--- config.mk ---
export PLATFORM = sky130hd
export DESIGN_NAME = sensor_monitor_multi_flat
export DESIGN_NICKNAME = d
export VERILOG_FILES = /design/src/rtl/sensor_monitor_multi_pkg.sv /design/src/rtl/sensor_monitor_multi_if.sv /design/src/rtl/sensor_monitor_multi_fault_classifier.sv /design/src/rtl/sensor_monitor_multi.sv /design/src/flat_wrapper.sv
export SDC_FILE = /design/constraint.sdc
export NUM_CORES = 1
export LEC_CHECK = 0
export ABC_CLOCK_PERIOD_IN_PS = 3850
export BUFFER_PORTS_ARGS = -buffer_cell sky130_fd_sc_hd__buf_2
export CAP_MARGIN = 5
export CORE_ASPECT_RATIO = 0.6
export CORE_MARGIN = 2
export CORE_UTILIZATION = 40
export CTS_BUF_LIST = sky130_fd_sc_hd__clkbuf_4 sky130_fd_sc_hd__clkbuf_8
export DETAILED_ROUTE_END_ITERATION = 8
export GPL_TIMING_DRIVEN = 0
export HOLD_SLACK_MARGIN = 0.02
export PLACE_DENSITY = 0.69
export SYNTH_ARGS = -nofsm -noshare
export SYNTH_HDL_FRONTEND = slang
export SYNTH_HIERARCHICAL = 1
export SYNTH_SLANG_ARGS = --single-unit
export TNS_END_PERCENT = 50
--- constraint.sdc ---
create_clock -name clk -period 3.85 [get_ports clk]
set_clock_uncertainty 0.05 [all_clocks]
set_input_delay 0.385 -clock clk [delete_from_list [all_inputs] [get_ports clk]]
set_output_delay 0.385 -clock clk [all_outputs]
set_load 0.005 [all_outputs]
--- src/rtl/sensor_monitor_multi_pkg.sv ---
// Shared types and helpers for the multi-channel sensor monitor and its classifier.
package sensor_mon_pkg;

    typedef enum logic [1:0] {IDLE, ACCUM, COMPUTE, CHECK} state_t;

    localparam logic [2:0] LVL_OK = 3'd0;
    localparam logic [2:0] LVL_1  = 3'd1;
    localparam logic [2:0] LVL_2  = 3'd2;
    localparam logic [2:0] LVL_3  = 3'd3;
    localparam logic [2:0] LVL_4  = 3'd4;

    // Channel index width; a single channel still needs one bit.
    function automatic int ch_width(input int n);
        return (n < 2) ? 1 : $clog2(n);
    endfunction

endpackage

--- src/rtl/sensor_monitor_multi_if.sv ---
// Sample stream in, window result out, between the sensor mux and the monitor.
interface sensor_monitor_multi_if #(
    parameter int NUM_CH = 4,
    parameter int DATA_W = 8
);
    import sensor_mon_pkg::*;
    localparam int CH_W = ch_width(NUM_CH);

    logic              sample_valid;
    logic [DATA_W-1:0] sample_data;
    logic [CH_W-1:0]   sample_ch;
    logic              busy;
    logic              result_valid;
    logic [CH_W-1:0]   result_ch;
    logic [DATA_W-1:0] result_avg;
    logic [2:0]        fault_level;
    logic              first_window;

    modport master (
        output sample_valid, sample_data, sample_ch,
        input  busy, result_valid, result_ch, result_avg, fault_level, first_window
    );

    modport slave (
        input  sample_valid, sample_data, sample_ch,
        output busy, result_valid, result_ch, result_avg, fault_level, first_window
    );

endinterface

--- src/rtl/sensor_monitor_multi_fault_classifier.sv ---
// Maps a deviation onto severity 0..4; the highest threshold reached wins.
module fault_classifier
    import sensor_mon_pkg::*;
#(
    parameter int DATA_W = 8
) (
    input  logic [DATA_W-1:0] dev,
    input  logic [DATA_W-1:0] thr1,
    input  logic [DATA_W-1:0] thr2,
    input  logic [DATA_W-1:0] thr3,
    input  logic [DATA_W-1:0] thr4,
    output logic [2:0]        level
);

    always_comb begin
        level = LVL_OK;
        if      (dev >= thr4) level = LVL_4;
        else if (dev >= thr3) level = LVL_3;
        else if (dev >= thr2) level = LVL_2;
        else if (dev >= thr1) level = LVL_1;
    end

endmodule

--- src/rtl/sensor_monitor_multi.sv ---
// N-channel windowed averager with per-channel baseline, fault grading and sticky alerts.
module sensor_monitor_multi
    import sensor_mon_pkg::*;
#(
    parameter int NUM_CH   = 4,
    parameter int DATA_W   = 8,
    parameter int AVG_LOG2 = 2
) (
    input  logic                clk,
    input  logic                rst_n,
    input  logic                ena,
    sensor_monitor_multi_if.slave mon,
    input  logic [DATA_W-1:0]   thr1,
    input  logic [DATA_W-1:0]   thr2,
    input  logic [DATA_W-1:0]   thr3,
    input  logic [DATA_W-1:0]   thr4,
    input  logic [NUM_CH-1:0]   alert_clr,
    output logic [NUM_CH-1:0]   alert_mask,
    output logic                alert
);

    localparam int CH_W  = ch_width(NUM_CH);
    localparam int ACC_W = DATA_W + AVG_LOG2;
    localparam int CNT_W = AVG_LOG2 + 1;
    localparam logic [CNT_W-1:0] WIN = CNT_W'(1 << AVG_LOG2);

    state_t                         state;
    logic [ACC_W-1:0]               acc;
    logic [CNT_W-1:0]               cnt;
    logic [CH_W-1:0]                win_ch;
    logic [DATA_W-1:0]              avg, dev;
    logic [NUM_CH-1:0][DATA_W-1:0]  baseline;
    logic [NUM_CH-1:0]              base_set;

    logic                           rv_q;
    logic [CH_W-1:0]                res_ch;
    logic [DATA_W-1:0]              res_avg;
    logic [2:0]                     res_lvl;
    logic                           res_first;

    logic                           accept;
    logic [ACC_W-1:0]               sample_ext;
    logic [CNT_W-1:0]               cnt_inc;
    logic [DATA_W-1:0]              avg_nxt, base_cur, dev_nxt;
    logic [2:0]                     cls_lvl;

    assign accept     = ena & mon.sample_valid & ((state == IDLE) | (state == ACCUM));
    assign sample_ext = ACC_W'(mon.sample_data);
    assign cnt_inc    = cnt + 1'b1;
    assign avg_nxt    = DATA_W'(acc >> AVG_LOG2);
    assign base_cur   = baseline[win_ch];
    assign dev_nxt    = (avg_nxt >= base_cur) ? (avg_nxt - base_cur) : (base_cur - avg_nxt);

    fault_classifier #(.DATA_W(DATA_W)) u_cls (
        .dev   (dev),
        .thr1  (thr1),
        .thr2  (thr2),
        .thr3  (thr3),
        .thr4  (thr4),
        .level (cls_lvl)
    );

    always_ff @(posedge clk) begin
        if (!rst_n) begin
            state      <= IDLE;
            acc        <= '0;
            cnt        <= '0;
            win_ch     <= '0;
            avg        <= '0;
            dev        <= '0;
            baseline   <= '0;
            base_set   <= '0;
            alert_mask <= '0;
            rv_q       <= 1'b0;
            res_ch     <= '0;
            res_avg    <= '0;
            res_lvl    <= LVL_OK;
            res_first  <= 1'b0;
        end else if (!ena) begin
            rv_q <= 1'b0;
        end else begin
            rv_q       <= 1'b0;
            // A set from CHECK below overrides a same-cycle clear on that channel.
            alert_mask <= alert_mask & ~alert_clr;
            case (state)
                IDLE, ACCUM: begin
                    if (accept) begin
                        if (state == ACCUM && mon.sample_ch == win_ch) begin
                            acc   <= acc + sample_ext;
                            cnt   <= cnt_inc;
                            state <= (cnt_inc == WIN) ? COMPUTE : ACCUM;
                        end else begin
                            // New window, or channel switch aborting the old one.
                            acc    <= sample_ext;
                            cnt    <= CNT_W'(1);
                            win_ch <= mon.sample_ch;
                            state  <= (WIN == CNT_W'(1)) ? COMPUTE : ACCUM;
                        end
                    end
                end
                COMPUTE: begin
                    avg   <= avg_nxt;
                    dev   <= dev_nxt;
                    state <= CHECK;
                end
                CHECK: begin
                    rv_q    <= 1'b1;
                    res_ch  <= win_ch;
                    res_avg <= avg;
                    if (!base_set[win_ch]) begin
                        baseline[win_ch] <= avg;
                        base_set[win_ch] <= 1'b1;
                        res_lvl          <= LVL_OK;
                        res_first        <= 1'b1;
                    end else begin
                        res_lvl   <= cls_lvl;
                        res_first <= 1'b0;
                        if (cls_lvl != LVL_OK) begin
                            baseline[win_ch]   <= avg;
                            alert_mask[win_ch] <= 1'b1;
                        end
                    end
                    state <= IDLE;
                end
                default: state <= IDLE;
            endcase
        end
    end

    assign mon.busy         = (state == COMPUTE) | (state == CHECK);
    assign mon.result_valid = rv_q & ena;
    assign mon.result_ch    = res_ch;
    assign mon.result_avg   = res_avg;
    assign mon.fault_level  = res_lvl;
    assign mon.first_window = res_first;
    assign alert            = |alert_mask;

endmodule

--- src/flat_wrapper.sv ---
// flat-port wrapper written by rule: the top's interface ports become plain ports
module sensor_monitor_multi_flat import sensor_mon_pkg::*;
#(
    parameter int NUM_CH   = 4,
    parameter int DATA_W   = 8,
    parameter int AVG_LOG2 = 2
)
  (clk, rst_n, ena, thr1, thr2, thr3, thr4, alert_clr, alert_mask, alert, mon_sample_valid, mon_sample_data, mon_sample_ch, mon_busy, mon_result_valid, mon_result_ch, mon_result_avg, mon_fault_level, mon_first_window);
  sensor_monitor_multi_if #(.NUM_CH(NUM_CH), .DATA_W(DATA_W)) mon_i ();
  input  logic clk;
  input  logic rst_n;
  input  logic ena;
  input  logic [DATA_W-1:0] thr1;
  input  logic [DATA_W-1:0] thr2;
  input  logic [DATA_W-1:0] thr3;
  input  logic [DATA_W-1:0] thr4;
  input  logic [NUM_CH-1:0] alert_clr;
  output logic [NUM_CH-1:0] alert_mask;
  output logic alert;
  input wire logic [$bits(mon_i.sample_valid)-1:0] mon_sample_valid;
  input wire logic [$bits(mon_i.sample_data)-1:0] mon_sample_data;
  input wire logic [$bits(mon_i.sample_ch)-1:0] mon_sample_ch;
  output wire logic [$bits(mon_i.busy)-1:0] mon_busy;
  output wire logic [$bits(mon_i.result_valid)-1:0] mon_result_valid;
  output wire logic [$bits(mon_i.result_ch)-1:0] mon_result_ch;
  output wire logic [$bits(mon_i.result_avg)-1:0] mon_result_avg;
  output wire logic [$bits(mon_i.fault_level)-1:0] mon_fault_level;
  output wire logic [$bits(mon_i.first_window)-1:0] mon_first_window;
  assign mon_i.sample_valid = mon_sample_valid;
  assign mon_i.sample_data = mon_sample_data;
  assign mon_i.sample_ch = mon_sample_ch;
  assign mon_busy = mon_i.busy;
  assign mon_result_valid = mon_i.result_valid;
  assign mon_result_ch = mon_i.result_ch;
  assign mon_result_avg = mon_i.result_avg;
  assign mon_fault_level = mon_i.fault_level;
  assign mon_first_window = mon_i.first_window;
  sensor_monitor_multi #(.NUM_CH(NUM_CH), .DATA_W(DATA_W), .AVG_LOG2(AVG_LOG2)) u_core (.clk(clk), .rst_n(rst_n), .ena(ena), .mon(mon_i), .thr1(thr1), .thr2(thr2), .thr3(thr3), .thr4(thr4), .alert_clr(alert_clr), .alert_mask(alert_mask), .alert(alert));
endmodule
==> run metrics <==
synthesized net count=707; Post-Layout Cell Count=849; initial core utilization=0.416; Reg clk slew, reported paths=0.09 ns; CP Class=flip-flop to flip-flop; DRT iter0 DRCs=257; clk sinks=88; Synth Cell Area=5410 µm²; post-synthesis mux area share=0.117; synthesized area per cell=9.09 µm²; vias in the first global route=4,422; Antenna Nets Post-Route=0; endpoint type of the worst setup path=flip-flop; Setup crit start=u_core/win_ch[1]; synthesized-area fraction occupied by adder cells=0.148; H-Tree Depth=3; grt total ovfl=0; Area growth, synth to finish=14.2%; number of nets in the layout=786; ys async rst share=0; startpoint types=flip-flop; final core utilization=0.475; Via density=5.28; die area=between 10,000 and 15,000 µm²; R2R setup slack=0.31 ns; share of cells above drive strength 1=0.161; CP required=roughly 4 ns; register area share after synthesis=0.326; via count=4,482; number of flops mapped to enable cells by yosys=0; Root Buffer=clkbuf_8; initial antenna violation count=0; period utilisation layout=0.919; Post-Route WL=13,500 µm; global-route wire length before repair=21,900 µm; Lkg Pwr=about 2.7 nW; Synth Area in Compound Gates=0.171; Synth Instances=595; placed cells=834; launching point of the worst reg2reg path=u_core/win_ch[1]; detailed placer's ending HPWL=roughly 11,000 µm; crit path DAT=3.72 ns; Clock Latency Late Sink=0.37 ns; predominant post-synthesis flop cell=dfxtp_1; worst setup path endpoint=u_core/dev[6]; R2R cell count=11; DRT Pass-1 Iters=4; Core Area=13,000 µm²; Synth warnings=6; RSZ-0062 raised after global routing=false; Simple-Gate Fraction of Synth Area=0.156; main combinational cell family by area after synthesis=compound AO/OA/AOI/OAI gates; post-route minimum period=3.54 ns; pin count of the biggest net entering global routing=17; GRT Resource Usage Total=0.192; antenna diode count=0; CTS tree=built; worst ir drop on vdd=0.159 mV; setup violators final=0; chip width=154 µm; register bit total from synthesis=88; Worst-Margin Slew=1.03 ns; Max Cap Viol=0; Clock Tree Buf Depth=2; Final Hold Fails=0; Cell Rows=32; die height=94.1 µm; DRC=0; Netlist cell types=55; Critical Path Fanout Max=10; XOR/XNOR share of the synthesized area=0.0259; pins over their slew limit=0; GPL Wtd Cong=~0.93; RR Endpoint=u_core/dev[6]; Port Buffers=69; I/O pin cnt=71; TritonCTS Buffers=9; outcome=finished, final reports clean; Peak Freq=283 MHz; P per Cell Area=302 nW/µm²; Slew HR=0.309; DR WL/cell=about 16 µm; hold crit path type=primary input to flip-flop; Power, Total=between 1.5 and 2 mW
==> Yosys cell counts, drive strengths merged, types with 3 or more instances <==
cell type  instances  area, µm²
dfxtp             88       1760
nand2             75        282
ha                59        738
inv               50        188
mux2i             43        430
nor2b             39        244
a21oi             28        144
a21boi            26        195
o21ai             25        125
clkbuf            24       90.1
nor2              14       67.6
a21o              12       90.1
nand3             10       50.1
xnor2             10       87.6
mux4               9        203
a31oi              8       50.1
nand2b             6       45.0
xor2               6       52.6
and2               5       31.3
buf                5       30.0
o211a              5       50.1
a221oi             4       52.6
nor3               4       31.3
o211ai             4       30.0
a2111oi            3       32.5
fa                 3       60.1
o21a               3       22.5
o31ai              3       22.5
==> layout make-up <==
| cell class | count | area [µm²] |
|---|---|---|
| clock inverter | 6 | 72.6 |
| sequential | 88 | 1760 |
| clock buffer | 10 | 138 |
| fill | 1272 | 6840 |
| timing repair buffer | 69 | 345 |
| inverter | 50 | 188 |
| tap | 170 | 213 |
| multi-input combinational | 428 | 3340 |
| buffer | 28 | 118 |
==> sequential cells by signal, indices dropped and copies added (netlist names) <==
signal / flops
u_core/mon.fault_level: 3
u_core/base_set: 4
u_core/alert_mask: 4
u_core/dev: 8
u_core/acc: 10
u_core/mon.first_window: 1
u_core/baseline: 32
u_core/rv_q: 1
u_core/mon.result_avg: 8
u_core/cnt: 3
u_core/win_ch: 2
u_core/avg: 8
u_core/state: 2
u_core/mon.result_ch: 2
==> worst min path at each step <==
stage,startpoint,end,slack [ns],depth (start not counted)
2_1_floorplan,u_core/base_set[3],u_core/base_set[3],0.38,2
3_3_place_gp,u_core/base_set[0],u_core/base_set[0],0.40,1
6_report,mon_sample_ch[1],u_core/win_ch[1],0.25,3
3_5_place_dp,u_core/base_set[3],u_core/base_set[3],0.40,2
5_1_grt,mon_sample_ch[1],u_core/win_ch[1],0.24,3
4_1_cts,mon_sample_ch[1],u_core/win_ch[1],0.24,3
==> stage by stage <==
stage / instance area (µm²) / TNS, ns / hold WS (ns) / worst slack, ns
final: 6180 / 0 / 0.250 / 0.313
after global routing: 6180 / 0 / 0.235 / 0.0819
after CTS: 6180 / 0 / 0.235 / 0.0713
after detailed placement: 5970 / -0.428 / 0.401 / -0.107
after global placement: 5970 / -0.0810 / 0.396 / -0.0356
after floorplan: 5410 / 0 / 0.382 / 0.452
==> power breakdown <==
group,switching [mW],total (mW),internal (mW)
registers,0.0106,0.929,0.918
clock network,0.352,0.681,0.328
logic,0.138,0.255,0.116
==> worst max-delay path: stages (launching register included) <==
cell and delay [ns]:
dfxtp_1 0.31, buf_2 0.26, clkbuf_2 0.37, mux4_2 0.40, ha_1 0.29, clkbuf_1 0.20, a21oi_1 0.23, o211ai_1 0.18
a221oi_4 0.57, mux2i_1 0.31, xnor2_1 0.15, a21oi_1 0.08
==> placed cells by master (no fill, tap or decap), types with 3 or more instances in the layout <==
cell type,instances
nor3_1,3
a21boi_0,26
nor2b_1,39
a21o_1,12
a31oi_1,8
o211ai_1,4
nand2_1,75
a21oi_1,27
a221oi_1,3
and2_1,5
xor2_1,6
mux4_2,9
o21a_1,3
nand3_1,10
o211a_1,5
xnor2_1,10
dfxtp_1,88
inv_1,50
o21ai_0,24
mux2i_1,43
nor2_1,12
fa_1,3
clkbuf_1,23
ha_1,59
clkbuf_8,10
buf_2,72
inv_6,3
o31ai_1,3
nand2b_1,5
==> what timing repair did <==
item / CTS / global route
setup endpoints to repair: 6 / 7
hold buffers: 0 / 0
setup buffers: 0 / 0
gates resized for setup: 0 / 1
==> cells by family after synthesis <==
logic type | Yosys count
AND/OR/NAND/NOR | 164
AO/OA/AOI/OAI | 134
flip-flops | 88
buffers and inverters | 79
adder cells (fa/ha/maj) | 62
multiplexers | 52
XOR/XNOR | 16
==> layer usage <==
metal,vias to the layer above,track usage,wire (µm)
met4,0,0.0358,55
li1,2219,-,-
met5,-,0,0
met1,2130,0.275,7210
met3,7,0.0466,832
met2,126,0.293,5370
Note: power is estimated with default switching activity, not from simulation.
